<file path="config.mk">
export PLATFORM = sky130hd
export DESIGN_NAME = alu_cmd_sequencer
export DESIGN_NICKNAME = d
export VERILOG_FILES = /design/src/rtl/alu_cmd_sequencer.sv
export SDC_FILE = /design/constraint.sdc
export NUM_CORES = 1
export LEC_CHECK = 0
export CORE_UTILIZATION = 38
export CTS_CLUSTER_SIZE = 24
export DETAILED_ROUTE_END_ITERATION = 16
export GPL_TIMING_DRIVEN = 1
export PLACE_DENSITY = 0.69
export SLEW_MARGIN = 20
export SYNTH_ARGS = -nofsm -noshare
export SYNTH_HDL_FRONTEND = slang
export SYNTH_SLANG_ARGS = --single-unit
export TNS_END_PERCENT = 20
</file>
<file path="constraint.sdc">
create_clock -name clk -period 1.7 [get_ports clk]
set_input_delay 0.51 -clock clk [delete_from_list [all_inputs] [get_ports clk]]
set_output_delay 0.51 -clock clk [all_outputs]
set_load 0.05 [all_outputs]
</file>
<file path="src/rtl/alu_cmd_sequencer.sv">
`default_nettype none
// =============================================================================
// alu_cmd_sequencer : 3-byte command front end and result capture for the ALU
// Rev 1.0
// =============================================================================
module alu_cmd_sequencer #(
    parameter int DATA_WIDTH = 8,
    parameter int MODE_WIDTH = 4,
    parameter int TAG_WIDTH  = DATA_WIDTH - MODE_WIDTH
) (
    input  logic                  clk,
    input  logic                  rst_n,
    input  logic [DATA_WIDTH-1:0] in_data,
    input  logic                  in_valid,
    output logic                  in_ready,
    input  logic                  flush,
    output logic [DATA_WIDTH-1:0] alu_a,
    output logic [DATA_WIDTH-1:0] alu_b,
    output logic [MODE_WIDTH-1:0] alu_mode,
    input  logic [DATA_WIDTH-1:0] alu_result,
    input  logic                  alu_cout,
    output logic [DATA_WIDTH-1:0] res_data,
    output logic                  res_cout,
    output logic [TAG_WIDTH-1:0]  res_tag,
    output logic                  res_valid,
    input  logic                  res_ready,
    output logic [7:0]            cmd_count
);

    typedef enum logic [2:0] {
        S_OP   = 3'd0,
        S_A    = 3'd1,
        S_B    = 3'd2,
        S_EXEC = 3'd3,
        S_RESP = 3'd4
    } state_t;

    state_t               r_state;
    state_t               w_next_state;
    logic [TAG_WIDTH-1:0] r_tag;

    // Handshake outputs depend on the state register only.
    assign in_ready  = (r_state == S_OP) || (r_state == S_A) || (r_state == S_B);
    assign res_valid = (r_state == S_RESP);

    always_ff @(posedge clk or negedge rst_n) begin
        if (!rst_n) begin
            r_state <= S_OP;
        end else begin
            r_state <= w_next_state;
        end
    end

    always_comb begin
        w_next_state = r_state;
        if (flush) begin
            w_next_state = S_OP;
        end else begin
            case (r_state)
                S_OP:    if (in_valid)  w_next_state = S_A;
                S_A:     if (in_valid)  w_next_state = S_B;
                S_B:     if (in_valid)  w_next_state = S_EXEC;
                S_EXEC:                 w_next_state = S_RESP;
                S_RESP:  if (res_ready) w_next_state = S_OP;
                default:                w_next_state = S_OP;
            endcase
        end
    end

    // Flush suppresses every register write in its cycle, including the count.
    always_ff @(posedge clk or negedge rst_n) begin
        if (!rst_n) begin
            alu_a     <= '0;
            alu_b     <= '0;
            alu_mode  <= '0;
            r_tag     <= '0;
            res_data  <= '0;
            res_cout  <= 1'b0;
            res_tag   <= '0;
            cmd_count <= 8'd0;
        end else if (!flush) begin
            case (r_state)
                S_OP: begin
                    if (in_valid) begin
                        alu_mode <= in_data[MODE_WIDTH-1:0];
                        r_tag    <= in_data[DATA_WIDTH-1:MODE_WIDTH];
                    end
                end
                S_A: begin
                    if (in_valid) alu_a <= in_data;
                end
                S_B: begin
                    if (in_valid) alu_b <= in_data;
                end
                S_EXEC: begin
                    res_data <= alu_result;
                    res_cout <= alu_cout;
                    res_tag  <= r_tag;
                end
                S_RESP: begin
                    if (res_ready) cmd_count <= cmd_count + 8'd1;
                end
                default: begin
                end
            endcase
        end
    end

endmodule
`default_nettype wire

</file>
# == Word level (Yosys, flattened, before mapping) ==
# Index checks and enable logic that the tools add are counted.
# word_totals
reg_bits,48
# classes
addsub,1
n_eq_ne,8
n_mux,6
bitwise_logic,1
n_reduce_logical,9
# ops
op,count
$mux 3,5
$pmux 3 s5,1
$reduce_and 3->1,4
$ne 3x3->1 const B,3
$add 8x1->8 const B,1
$eq 3x2->1 const B,2
$reduce_and 4->1,1
$eq 3x1->1 const B,1
$eq 3x3->1 const B,1
$logic_not 3->1,1
$ne 3x2->1 const B,1
$logic_or 1x1->1,2
$reduce_and 2->1,1
$not 1->1,1

# == Logic depth before layout (Yosys ltp) ==
# Gate-level depths: netlist of run 1.
# depth
depth_word,3
depth_mapped,5
mapped_depth_nobuf,4

# == Worst setup path after synthesis of run 1 ==
# No wires, ideal clock.
# synth_timing
path_type,register to output
startpoint,reg r_state[0]
endpoint,out res_valid
arrival_time_ns,1.261
t_required_ns,1.190
path_slack_ns,-0.071
stages_incl_launch_ff,4
cell_sequence,dfrtp_1 or3b_1 buf_2 inv_1
# synth_via
elab_chain_cells,1
# synth_lines
element,line,source
"start, declared",38,state_t r_state;
"start signal, assigned",50,r_state <= w_next_state;
$eq 3x3->1,44,assign res_valid = (r_state == S_RESP);
"end, declared",25,"output logic res_valid,"
# Every way passes these cells.

# == Worst setup path in the final report of run 1 ==
# layout_timing
startpoint,reg r_state[1]
endpoint,out res_valid
# Same word-level chain as after synthesis.

==> results of run 1 <==
-- layout make-up --
type,instances,area share
inverters,2,0.00334
well taps,67,0.0249
multi-input cells,74,0.221
repair buffers,83,0.370
flip-flops and latches,48,0.357
clock inverters,2,0.00372
clock buffers,5,0.0204
-- worst max path at each step --
stage	startpoint	endpoint
floorplan	r_state[1]$_DFFE_PN0P_	in_ready
global placement	flush	r_tag[3]$_DFFE_PN0P_
detailed placement	flush	alu_mode[3]$_DFFE_PN0P_
CTS	r_state[1]$_DFFE_PN0P_	res_valid
global route	r_state[0]$_DFFE_PN0P_	res_valid
finish	r_state[1]$_DFFE_PN0P_	res_valid
-- per-layer routing --
| layer | track usage | wire length [um] |
|---|---|---|
| met1 | 0.214 | 1760 |
| met2 | 0.347 | 2580 |
| met3 | 0.0635 | 273 |
| met4 | 0.0588 | 55 |
| met5 | 0 | 0 |
-- sequential cells by signal (all words and copies together) (netlist names) --
register   cells
alu_a          8
alu_b          8
cmd_count      8
res_data       8
alu_mode       4
r_tag          4
res_tag        4
r_state        3
res_cout       1
-- cell usage after synthesis --
library cell	instances	share of area
nor3_2	1	0.0052
mux2_4	1	0.0079
or3b_1	1	0.0046
nand4_1	4	0.013
clkbuf_1	1	0.0020
buf_2	2	0.0052
buf_4	1	0.0039
or2_2	1	0.0033
and3_1	2	0.0065
nor4_1	2	0.0065
inv_1	2	0.0039
xnor2_1	4	0.018
xor2_1	3	0.014
dfrtp_1	48	0.63
ha_1	1	0.0065
nor4bb_1	1	0.0052
nand2_1	3	0.0059
nand3b_1	1	0.0039
a21boi_0	1	0.0039
nor3_1	3	0.0079
nor2_1	1	0.0020
or2_4	1	0.0046
a21oi_1	2	0.0052
and3b_1	1	0.0046
mux2_2	37	0.22
nand2b_1	1	0.0033
nor3b_1	1	0.0039
nand3_1	1	0.0026
-- critical path, stage by stage, from the launching register on --
cell	delay (ps)
dfrtp_1	410
or3b_4	400
clkinvlp_4	110
buf_12	130
-- per-stage QoR --
step / hold WS (ps) / setup TNS, ps / worst slack, ps / utilization / total power, uW
after detailed placement: 502 / -13230 / -414 / 0.661 / 3680
final: 176 / -223 / -167 / 0.704 / 4300
after global routing: 184 / -352 / -201 / 0.704 / 4470
after global placement: 499 / -10800 / -341 / 0.661 / 3630
after CTS: 188 / -165 / -165 / 0.685 / 4330
after floorplan: 214 / -28.6 / -28.6 / - / 2490
-- report_power, final --
group | switching, uW | internal (uW) | total (uW)
clock network | 372 | 279 | 651
registers | 252 | 1380 | 1630
logic | 987 | 1040 | 2020
total | 1610 | 2690 | 4300
-- timing repair --
item,CTS,global route
resized for setup,5,9
pin swaps,3,6
buffers inserted,3,5
endpoints found under the setup margin,23,18
-- cell families (layout without fill, tap and decap cells) --
| kind of cell | Yosys count | after routing |
|---|---|---|
| AOI/OAI and AO/OA | 3 | 3 |
| buffers and inverters | 6 | 92 |
| and+or+nand+nor | 25 | 25 |
| DFF | 48 | 48 |
| muxes | 38 | 38 |
| adders and majority gates | 1 | 1 |
| xor gates and xnor gates | 7 | 7 |
==> results.py, run 1 <==
metrics = {
    "outcome": {
        "outcome": "finished with violations",
        "violations": "setup timing",
    },
    "power_and_ir_drop": {
        "vdd_drop_max_uv": 820,
        "powerDensity_mw_per_mm2": 1280,
        "leakagePower_uw": 0.00153,
    },
    "sta": {
        "max_slew_margin": 0.785,
        "drv_slew": 0,
        "worstMarginPinSlew_ps": 322,
        "rsz0062_at_grt": "yes",
        "skew_ps": 12.1,
        "post-route-min-period_ps": 1870,
        "fmax_mhz": 536,
        "hold_viol": 0,
        "setup_ws_ps": -167,
        "min_period_over_period": 1.10,
        "setup_viol": 3,
    },
    "detailed_routing": {
        "vias": 1349,
        "wl_per_cell_um": 16.6,
        "routed_wl_um": 4670,
        "drt-vias-per-instance": 4.80,
        "route.detailed.drc": 0,
        "drt_iter0_markers": 51,
        "first_pass_iters": 4,
        "antenna_left": 0,
    },
    "worst_setup_path": {
        "worstReg2RegStart": "r_state[1]$_DFFE_PN0P_",
        "crit_fanout": 2,
        "critPathKind": "register to output port",
        "cp.arrival_ps": 1360,
        "critPathCaptureType": "output port",
        "crit_required_ps": 1190,
        "reg2reg_slack_ps": -50,
        "critPathLaunchType": "register",
        "rr_endpoint": "cmd_count[1]$_DFFE_PN0P_",
        "reg2reg_depth": 5,
    },
    "cells_and_area": {
        "fin_nets": 237,
        "seq_area_mm2": 0.00120,
        "diodes": 0,
        "area_growth_pct": 76.1,
        "drive_gt1_frac": 0.551,
        "multi_input_area_um2": 743,
        "mostFrequentLayoutCell": "dfrtp_1",
        "nFillCells": 346,
        "final_cell_mix": "48 x dfrtp_1, 45 x buf_12, 37 x mux2_2, 18 x clkdlybuf4s50_1, 14 x buf_4",
        "stdcell_count": 281,
        "fin_area_mm2": 0.00337,
    },
    "global_routing": {
        "grtUsageTotal": 0.192,
        "grt_pass1_vias": 1502,
        "grt_pass1_wl_um": 7490,
        "grt_max_degree": 49,
        "antenna_found_initial": 0,
        "overflow": 0,
    },
    "placed_design": {
        "gp_congestion": 0.789,
        "dp_hpwl_um": 3350,
        "io_buffers": 64,
        "placed_cells": 267,
        "place_area_mm2": 0.00317,
    },
    "logic_synthesis": {
        "ys_ff_latch": 48,
        "synthesis.area_mm2": 0.00191,
        "synth_compound_area_frac": 0.00916,
        "yosys.area_share.simple": 0.0831,
        "syn_nets": 151,
        "muxShareOfSynthArea": 0.226,
        "syn_inst": 128,
        "synth_cell_types": 28,
        "synth_top_family_by_area": "multiplexers",
        "yosysWarnings": 0,
        "postSynthAreaPerCell_um2": 14.9,
        "yosys.area_share.adder": 0.00654,
        "ys_seq_area_frac": 0.628,
        "synthXorXnorAreaFrac": 0.0321,
    },
    "flow_run": {
        "max-cap-violations": 0,
    },
    "clock_network": {
        "cts_tree": "built",
        "cts_made_buffers": 5,
        "ctsHoldBuffers": 0,
        "path_clk_slew_ps": 90,
        "clock_path_buffers": 2,
        "cts_sinks": 48,
        "clock_latency_ps": 300,
        "cts_root_buf": "clkbuf_8",
        "h-tree-depth": 2,
    },
    "die": {
        "die_area_mm2": 0.00532,
        "initial_core_util": 0.399,
        "fp.dieW_um": 72.9,
        "rows": 25,
        "io_pins": 65,
        "core_area_mm2": 0.00479,
        "fp.dieH_um": 72.9,
    },
    "worst_hold_path": {
        "hp-class": "input pin to asynchronous set/reset pin",
    },
}
Note: power is estimated with default switching activity, not from simulation.
==> inputs of run 2 (changes only) <==
==> constraint.sdc (replaced) <==
create_clock -name clk -period 2.15 [get_ports clk]
set_input_delay 0.645 -clock clk [delete_from_list [all_inputs] [get_ports clk]]
set_output_delay 0.645 -clock clk [all_outputs]
set_load 0.05 [all_outputs]
==> results.py, run 2 (same netlist as run 1, synthesis figures left out) <==
metrics = {
    "cells_and_area": {
        "drive_gt1_frac": 0.397,
        "diodes": 0,
        "final_cell_mix": "46 x dfrtp_1, 37 x mux2_2, 25 x clkdlybuf4s50_1, 22 x buf_4, 20 x dlymetal6s2s_1",
        "nFillCells": 391,
        "seq_area_mm2": 0.00120,
        "mostFrequentLayoutCell": "dfrtp_1",
        "area_growth_pct": 49.1,
        "post-route-util": 0.596,
        "fin_nets": 226,
        "multi_input_area_um2": 691,
    },
    "clock_network": {
        "path_clk_slew_ps": 90,
        "h-tree-depth": 2,
        "clock_latency_ps": 300,
        "cts_made_buffers": 5,
        "clock_path_buffers": 2,
        "cts_root_buf": "clkbuf_8",
        "cts_sinks": 48,
        "cts_tree": "built",
        "ctsHoldBuffers": 0,
    },
    "worst_setup_path": {
        "rr_endpoint": "r_tag[0]$_DFFE_PN0P_",
        "crit_required_ps": 1500,
        "slowest_stage": "dfrtp_2",
        "critPathKind": "register to output port",
        "reg2reg_slack_ps": 570,
        "cp.arrival_ps": 1450,
        "crit_fanout": 8,
        "critPathLaunchType": "register",
        "path_cells": "or3b_4 > inv_2 > buf_12",
        "cp_slowest_stage_delay_ps": 460,
        "worstReg2RegStart": "r_state[2]$_DFFE_PN0P_",
        "critPathCaptureType": "output port",
        "reg2reg_depth": 4,
    },
    "placed_design": {
        "dp_slack_ps": -76.4,
        "io_buffers": 64,
        "gp_congestion": 0.848,
        "dp_hpwl_um": 2970,
    },
    "die": {
        "core_area_mm2": 0.00479,
        "fp.dieW_um": 72.9,
        "rows": 25,
        "io_pins": 65,
        "die_area_mm2": 0.00532,
        "initial_core_util": 0.399,
        "fp.dieH_um": 72.9,
    },
    "sta": {
        "drv_slew": 0,
        "setup_viol": 0,
        "rsz0062_at_grt": "no",
        "post-route-min-period_ps": 2090,
        "hold_viol": 0,
        "setup_ws_ps": 57.7,
        "skew_ps": 6.20,
        "max_slew_margin": 0.650,
        "min_period_over_period": 0.973,
        "fmax_mhz": 478,
        "worstMarginPinSlew_ps": 524,
    },
    "detailed_routing": {
        "first_pass_iters": 4,
        "wl_per_cell_um": 15.2,
        "drt_iter0_markers": 57,
        "antenna_left": 0,
        "drt-vias-per-instance": 4.85,
        "routed_wl_um": 4120,
        "route.detailed.drc": 0,
        "vias": 1313,
    },
    "worst_hold_path": {
        "hp-class": "input pin to asynchronous set/reset pin",
    },
    "global_routing": {
        "grt_pass1_wl_um": 6710,
        "grt_max_degree": 29,
        "grt_pass1_vias": 1375,
        "antenna_found_initial": 0,
        "grtUsageTotal": 0.171,
        "overflow": 0,
    },
    "power_and_ir_drop": {
        "leakagePower_uw": 0.00152,
        "vdd_drop_max_uv": 676,
        "powerDensity_mw_per_mm2": 1070,
    },
    "outcome": {
        "outcome": "finished clean",
    },
    "flow_run": {
        "max-cap-violations": 0,
    },
}
## run 2: cell count changes in the layout (fill, tap and decap cells not counted), moves of 2 or more
cell,before,now
buf_6,3,0
buf_12,45,4
nor4_4,2,0
dfrtp_2,0,2
clkdlybuf4s50_1,18,25
dlymetal6s2s_1,1,20
nor4_1,0,2
dfrtp_1,48,46
buf_4,14,22
## run 2: worst max path at each step
stage,startpoint,to,slack (ps),depth (start not counted)
after global placement,flush,r_tag[0]$_DFFE_PN0P_,-30,5
after CTS,res_data[1]$_DFFE_PN0P_,res_data[1],3,1
final,r_state[1]$_DFFE_PN0P_,res_valid,60,3
after floorplan,r_state[0]$_DFFE_PN0P_,res_valid,240,3
after detailed placement,flush,alu_mode[1]$_DFFE_PN0P_,-80,5
after global routing,alu_b[3]$_DFFE_PN0P_,alu_b[3],4,1
## run 2: critical path: cells and delay by family, from the launching register on
| kind | cells | cell delay, ps |
|---|---|---|
| flops | 1 | 460 |
| simple gates | 1 | 430 |
| buf+inv | 2 | 260 |
## run 2: repair_timing
| item | CTS | global route |
|---|---|---|
| resized for setup | 2 | 22 |
| endpoints found under the setup margin | 1 | 21 |
| setup buffers | 0 | 2 |
## run 2: layer usage
| metal | GRT usage | routed length [um] | up-vias |
|---|---|---|---|
| met5 | 0 | 0 | - |
| met4 | 0.0588 | 17 | 0 |
| met3 | 0.0566 | 307 | 2 |
| met2 | 0.278 | 2010 | 60 |
| met1 | 0.215 | 1790 | 650 |
| li1 | - | - | 601 |
## run 2: per-stage QoR
stage | total power, uW | area (um^2) | hold WS (ps) | instances | setup TNS [ps]
after global routing | 3190 | 2850 | 313 | 271 | 0
after floorplan | 1970 | 1910 | 349 | 128 | 0
after detailed placement | 2420 | 2670 | 463 | 261 | -592
after global placement | 2400 | 2670 | 462 | 261 | -207
final | 3050 | 2850 | 291 | 271 | 0
after CTS | 3090 | 2780 | 299 | 269 | 0
## run 2: area by class of cell
cell class              count  share of cell area
flip-flops and latches     48               0.422
repair buffers             72               0.263
multi-input cells          74               0.242
well taps                  67              0.0294
clock buffers               5              0.0241
clock inverters             3              0.0162
inverters                   2             0.00263
## run 2: power breakdown
group | switching, uW | internal (uW) | total, uW
clock | 309 | 350 | 660
combinational | 762 | 434 | 1200
sequential | 104 | 1090 | 1190
==> inputs of run 3 (changes only) <==
--- a/config.mk
+++ b/config.mk
@@ -5,11 +5,13 @@
 export SDC_FILE = /design/constraint.sdc
 export NUM_CORES = 1
 export LEC_CHECK = 0
-export CORE_UTILIZATION = 38
+export CELL_PAD_IN_SITES_DETAIL_PLACEMENT = 1
+export CELL_PAD_IN_SITES_GLOBAL_PLACEMENT = 2
+export CORE_UTILIZATION = 32
 export CTS_CLUSTER_SIZE = 24
 export DETAILED_ROUTE_END_ITERATION = 16
 export GPL_TIMING_DRIVEN = 1
-export PLACE_DENSITY = 0.69
+export PLACE_DENSITY_LB_ADDON = 0.1
 export SLEW_MARGIN = 20
 export SYNTH_ARGS = -nofsm -noshare
 export SYNTH_HDL_FRONTEND = slang
==> results.py, run 3 (same netlist as run 1, synthesis figures left out) <==
metrics = {
    "outcome": {
        "outcome": "finished clean",
    },
    "cells_and_area": {
        "fin_area_mm2": 0.00282,
        "post-route-util": 0.500,
        "seq_area_mm2": 0.00120,
        "multi_input_area_um2": 688,
        "mostFrequentLayoutCell": "dfrtp_1",
        "area_growth_pct": 47.4,
        "fin_nets": 226,
        "nFillCells": 564,
        "drive_gt1_frac": 0.392,
        "diodes": 0,
        "final_cell_mix": "46 x dfrtp_1, 37 x mux2_2, 32 x clkdlybuf4s50_1, 22 x buf_4, 13 x dlymetal6s2s_1",
    },
    "placed_design": {
        "dp_hpwl_um": 3240,
        "io_buffers": 64,
        "place_area_mm2": 0.00269,
        "gp_congestion": 0.664,
    },
    "worst_setup_path": {
        "path_cells": "clkdlybuf4s50_1",
        "critPathKind": "register to output port",
        "slowest_stage": "clkdlybuf4s50_1",
        "critPathLaunchType": "register",
        "reg2reg_depth": 4,
        "critPathCaptureType": "output port",
        "cp_num_buf_inv": 1,
        "crit_fanout": 2,
        "cp.arrival_ps": 1470,
        "path_delay_family": "buffers and inverters",
        "worstSetupPathDepth": 1,
        "cp_slowest_stage_delay_ps": 810,
        "crit_required_ps": 1500,
    },
    "global_routing": {
        "overflow": 0,
        "grtUsageTotal": 0.148,
        "antenna_found_initial": 0,
        "grt_pass1_vias": 1434,
        "grt_pass1_wl_um": 7000,
        "grt_max_degree": 28,
    },
    "detailed_routing": {
        "drt-vias-per-instance": 4.79,
        "drt_iter0_markers": 57,
        "vias": 1323,
        "route.detailed.drc": 0,
        "antenna_left": 0,
        "drt-met1-wl_um": 1610,
        "wl_met2_um": 2350,
        "first_pass_iters": 2,
        "highest_layer": "met4",
        "routed_wl_um": 4230,
        "wl_per_cell_um": 15.3,
        "wl_met3_um": 230,
    },
    "power_and_ir_drop": {
        "vdd_drop_max_uv": 562,
        "leakagePower_uw": 0.00143,
        "powerDensity_mw_per_mm2": 1050,
    },
    "clock_network": {
        "cts_made_buffers": 5,
        "cts_setup_buffers": 0,
        "clock_path_buffers": 2,
        "clock_latency_ps": 300,
        "cts_tree": "built",
        "h-tree-depth": 2,
        "cts_sinks": 48,
        "cts_root_buf": "clkbuf_8",
        "path_clk_slew_ps": 90,
        "ctsHoldBuffers": 0,
    },
    "worst_hold_path": {
        "hp-class": "input pin to asynchronous set/reset pin",
    },
    "die": {
        "core_area_mm2": 0.00564,
        "io_pins": 65,
        "fp.dieH_um": 79.3,
        "initial_core_util": 0.339,
        "fp.dieW_um": 79.3,
        "die_area_mm2": 0.00629,
        "rows": 27,
    },
    "sta": {
        "setup_viol": 0,
        "fmax_mhz": 473,
        "hold_viol": 0,
        "worstMarginPinSlew_ps": 535,
        "max_slew_margin": 0.643,
        "post-route-min-period_ps": 2110,
        "min_period_over_period": 0.982,
        "drv_slew": 0,
        "rsz0062_at_grt": "no",
        "skew_ps": 4.76,
    },
    "flow_run": {
        "max-cap-violations": 0,
    },
}
==> run 3: layout make-up <==
type	count	area share
multi-input cells	74	0.244
well taps	72	0.0320
clock inverters	2	0.00488
flip-flops and latches	48	0.427
repair buffers	72	0.260
inverters	2	0.00266
clock buffers	6	0.0293
==> run 3: repair_timing <==
| item | 4_1_cts | 5_1_grt |
|---|---|---|
| gates resized for setup | 1 | 15 |
| endpoints found under the setup margin | 1 | 14 |
| pin swaps | 0 | 0 |
==> run 3: path summary, 6_finish.rpt <==
kind                                           from                  endpoint  slack, ps
hold / removal                                rst_n  cmd_count[4]$_DFFE_PN0P_        310
setup / recovery            res_data[5]$_DFFE_PN0P_               res_data[5]         40
setup reg to reg             r_state[0]$_DFFE_PN0P_  cmd_count[1]$_DFFE_PN0P_        450
min in group clk           cmd_count[7]$_DFFE_PN0P_  cmd_count[7]$_DFFE_PN0P_        480
hold reg to reg            cmd_count[7]$_DFFE_PN0P_  cmd_count[7]$_DFFE_PN0P_        480
max in group asynchronous                     rst_n      alu_a[0]$_DFFE_PN0P_       1310
==> run 3: layer usage <==
metal | global-route usage | up-vias
met2 | 0.257 | 34
met4 | 0.0491 | 0
met5 | 0 | -
met3 | 0.0460 | 5
li1 | - | 599
met1 | 0.173 | 685
==> run 3: power breakdown <==
part / leakage (uW) / switching [uW] / internal, uW
logic: 0.000764 / 761 / 435
clock network: 0.0000516 / 305 / 263
registers: 0.000610 / 103 / 1090
==> run 3: through the flow <==
stage	TNS, ps	total power (uW)	setup slack, ps	hold slack, ps	instances
2_1_floorplan	0	1970	244	349	128
3_3_place_gp	-379	2400	-47.8	465	268
3_5_place_dp	-1250	2430	-114	466	268
4_1_cts	0	3000	9.74	324	276
5_1_grt	0	3090	1.08	346	276
6_report	0	2950	37.8	313	276
==> variant: new RTL, flow settings as in run 3 <==
The parameter `MODE_WIDTH` goes from 4 to 6.
--- a/src/rtl/alu_cmd_sequencer.sv
+++ b/src/rtl/alu_cmd_sequencer.sv
@@ -5,7 +5,7 @@
 // =============================================================================
 module alu_cmd_sequencer #(
     parameter int DATA_WIDTH = 8,
-    parameter int MODE_WIDTH = 4,
+    parameter int MODE_WIDTH = 6,
     parameter int TAG_WIDTH  = DATA_WIDTH - MODE_WIDTH
 ) (
     input  logic                  clk,
Ports: changed (resized alu_mode and res_tag); port bits go from 65 to 65. No check against the original RTL was run, so the function may have changed too.
==> variant against run 3 <==
- final cell count decreased by 1.8%
- area after synthesis decreased by 4.1%
- final area decreased by 3.6%
- setup slack got worse by 0.00068 ns
- sequential share of layout area decreased by 0.30 points
- fmax about the same
- routed wire length increased by 0.26%
- clock power decreased by 15%
- critical path type unchanged
- clock skew decreased by 0.00081 ns
- critical path depth unchanged
- sequential cell count decreased by 2
- core utilization decreased by 0.61 points
- die area decreased by 4.0%
- highest routed layer unchanged
- total power decreased by 4.5%
==> variant: results (changes against run 3) <==
* Status: finished, final reports clean
* Met3 wire length at 242 µm (+5.2%)
* Global Route Usage Sum at 15.2% (+0.33 points)
* Top cells by count, synth: dfrtp_1, mux2_2, nand4_1, xnor2_1
* Fraction of layout cells with a size suffix above 1 at 36.7% (-2.5 points)
* Avg WL per Cell at 15.6 µm (+2.1%)
* Worst IR drop on VDD at 0.645 mV (+15%)
* Worst hold slack at 0.312 ns (-0.000791 ns)
* Top cell family by delay on the critical path: buffers and inverters
* Slew at the pin with the worst max-slew slack at 0.519 ns (-0.0157 ns)
* Mapped Nets at 146 (-3.3%)
* Distinct cell type count after synthesis at 26 (-7.1%)
* Reg2reg start: r_state[1]
* Leading post-synthesis cells by cell area: dfrtp_1, mux2_2, xnor2_1
* Fillers at 559 (-0.89%)
* Fin nets at 222 (-1.8%)
* First-pass GRT wire length at 6900 µm (-1.4%)
* Arrival @ worst endpoint at 1.47 ns (about the same)
* Top Metal Used: met4
* R2R depth at 4 (unchanged)
* Vias in the first global route at 1411 (-1.6%)
* Routability cong. at 0.736 (+11%)
* Detailed-placement wirelength estimate at 3220 µm (-0.78%)
* Worst Skew at 0.00394 ns (-0.000814 ns)
* Reg-to-Reg End: cmd_count[1]
* Met2 WL at 2310 µm (-1.7%)
* Longest Clk Path Bufs at 2 (unchanged)
* Part of the Yosys area used for sequential elements at 62.8% (about the same)
* Largest net degree at the start of global routing at 27 (-3.6%)
* Pins Over Slew Limit at 0 (unchanged)
* Syn. warnings at 0 (unchanged)
* Iteration-0 DRC Markers at 63 (+11%)
* Drt via density at 4.75 (-0.85%)
* Post-Place Worst Slack at -0.0716 ns (+0.0423 ns)
* Initial antenna violation count at 0 (unchanged)
* Post-CTS Setup Bufs at 0 (unchanged)
* Crit-path max FO at 2 (unchanged)
* Top FF cell, synth: dfrtp_1
* Post-DP Area at 0.00262 mm² (-2.6%)
* DRT met1 WL at 1630 µm (+1.6%)
* Worst skew pair latency at 0.29 ns
* Root Driver: clkbuf_8
* Leak pwr at 1.33 nW (-6.9%)
-- variant: layout make-up --
| class | instances | area [µm²] | area share [%] |
|---|---|---|---|
| Tap cell | 72 | 90.1 | 3.31 |
| Timing Repair Buffer | 72 | 726 | 26.7 |
| Inverter | 2 | 7.51 | 0.276 |
| Multi-Input combinational cell | 72 | 666 | 24.5 |
| Sequential cell | 46 | 1150 | 42.4 |
| Clock buffer | 7 | 76.3 | 2.81 |
-- variant: cells by family after synthesis --
kind of cell	Yosys count	synth area share (%)
xor gates and xnor gates	7	3.34
and+or+nand+nor	25	8.67
adders and majority gates	1	0.682
DFF	46	62.8
muxes	36	22.3
buffers and inverters	5	1.23
AOI/OAI and AO/OA	3	0.956
-- variant: stage by stage --
step,std cells,total power [mW]
2_1_floorplan,123,1.91
3_3_place_gp,264,2.34
6_report,271,2.82
5_1_grt,271,2.95
4_1_cts,271,2.87
3_5_place_dp,264,2.37
-- variant: routing by layer --
layer,track usage (%),vias to the layer above
met4,5.09,0
li1,-,583
met2,26.9,37
met1,17.1,663
met5,0,-
met3,4.82,5
-- variant: worst max-delay path by stage --
stage                      startpoint           to  slack (ns)  cells after the start
after detailed placement        flush  alu_mode[1]       -0.07                      5
after global routing         alu_a[7]     alu_a[7]     0.00004                      1
after global placement          flush  alu_mode[5]       -0.02                      5
after CTS                 res_data[3]  res_data[3]        0.02                      1
final                        alu_b[7]     alu_b[7]        0.04                      1
after floorplan            r_state[0]    res_valid        0.24                      3
-- variant: what timing repair did --
action / 4_1_cts / 5_1_grt
pin swaps: 0 / 0
gates resized for setup: 1 / 10
endpoints found under the setup margin: 1 / 10
hold endpoints to repair: 0 / 0
-- variant: power breakdown --
group	leakage [nW]	switching [mW]	internal, mW
registers	0.585	0.101	1.04
logic	0.705	0.762	0.432
clock network	0.0383	0.261	0.224
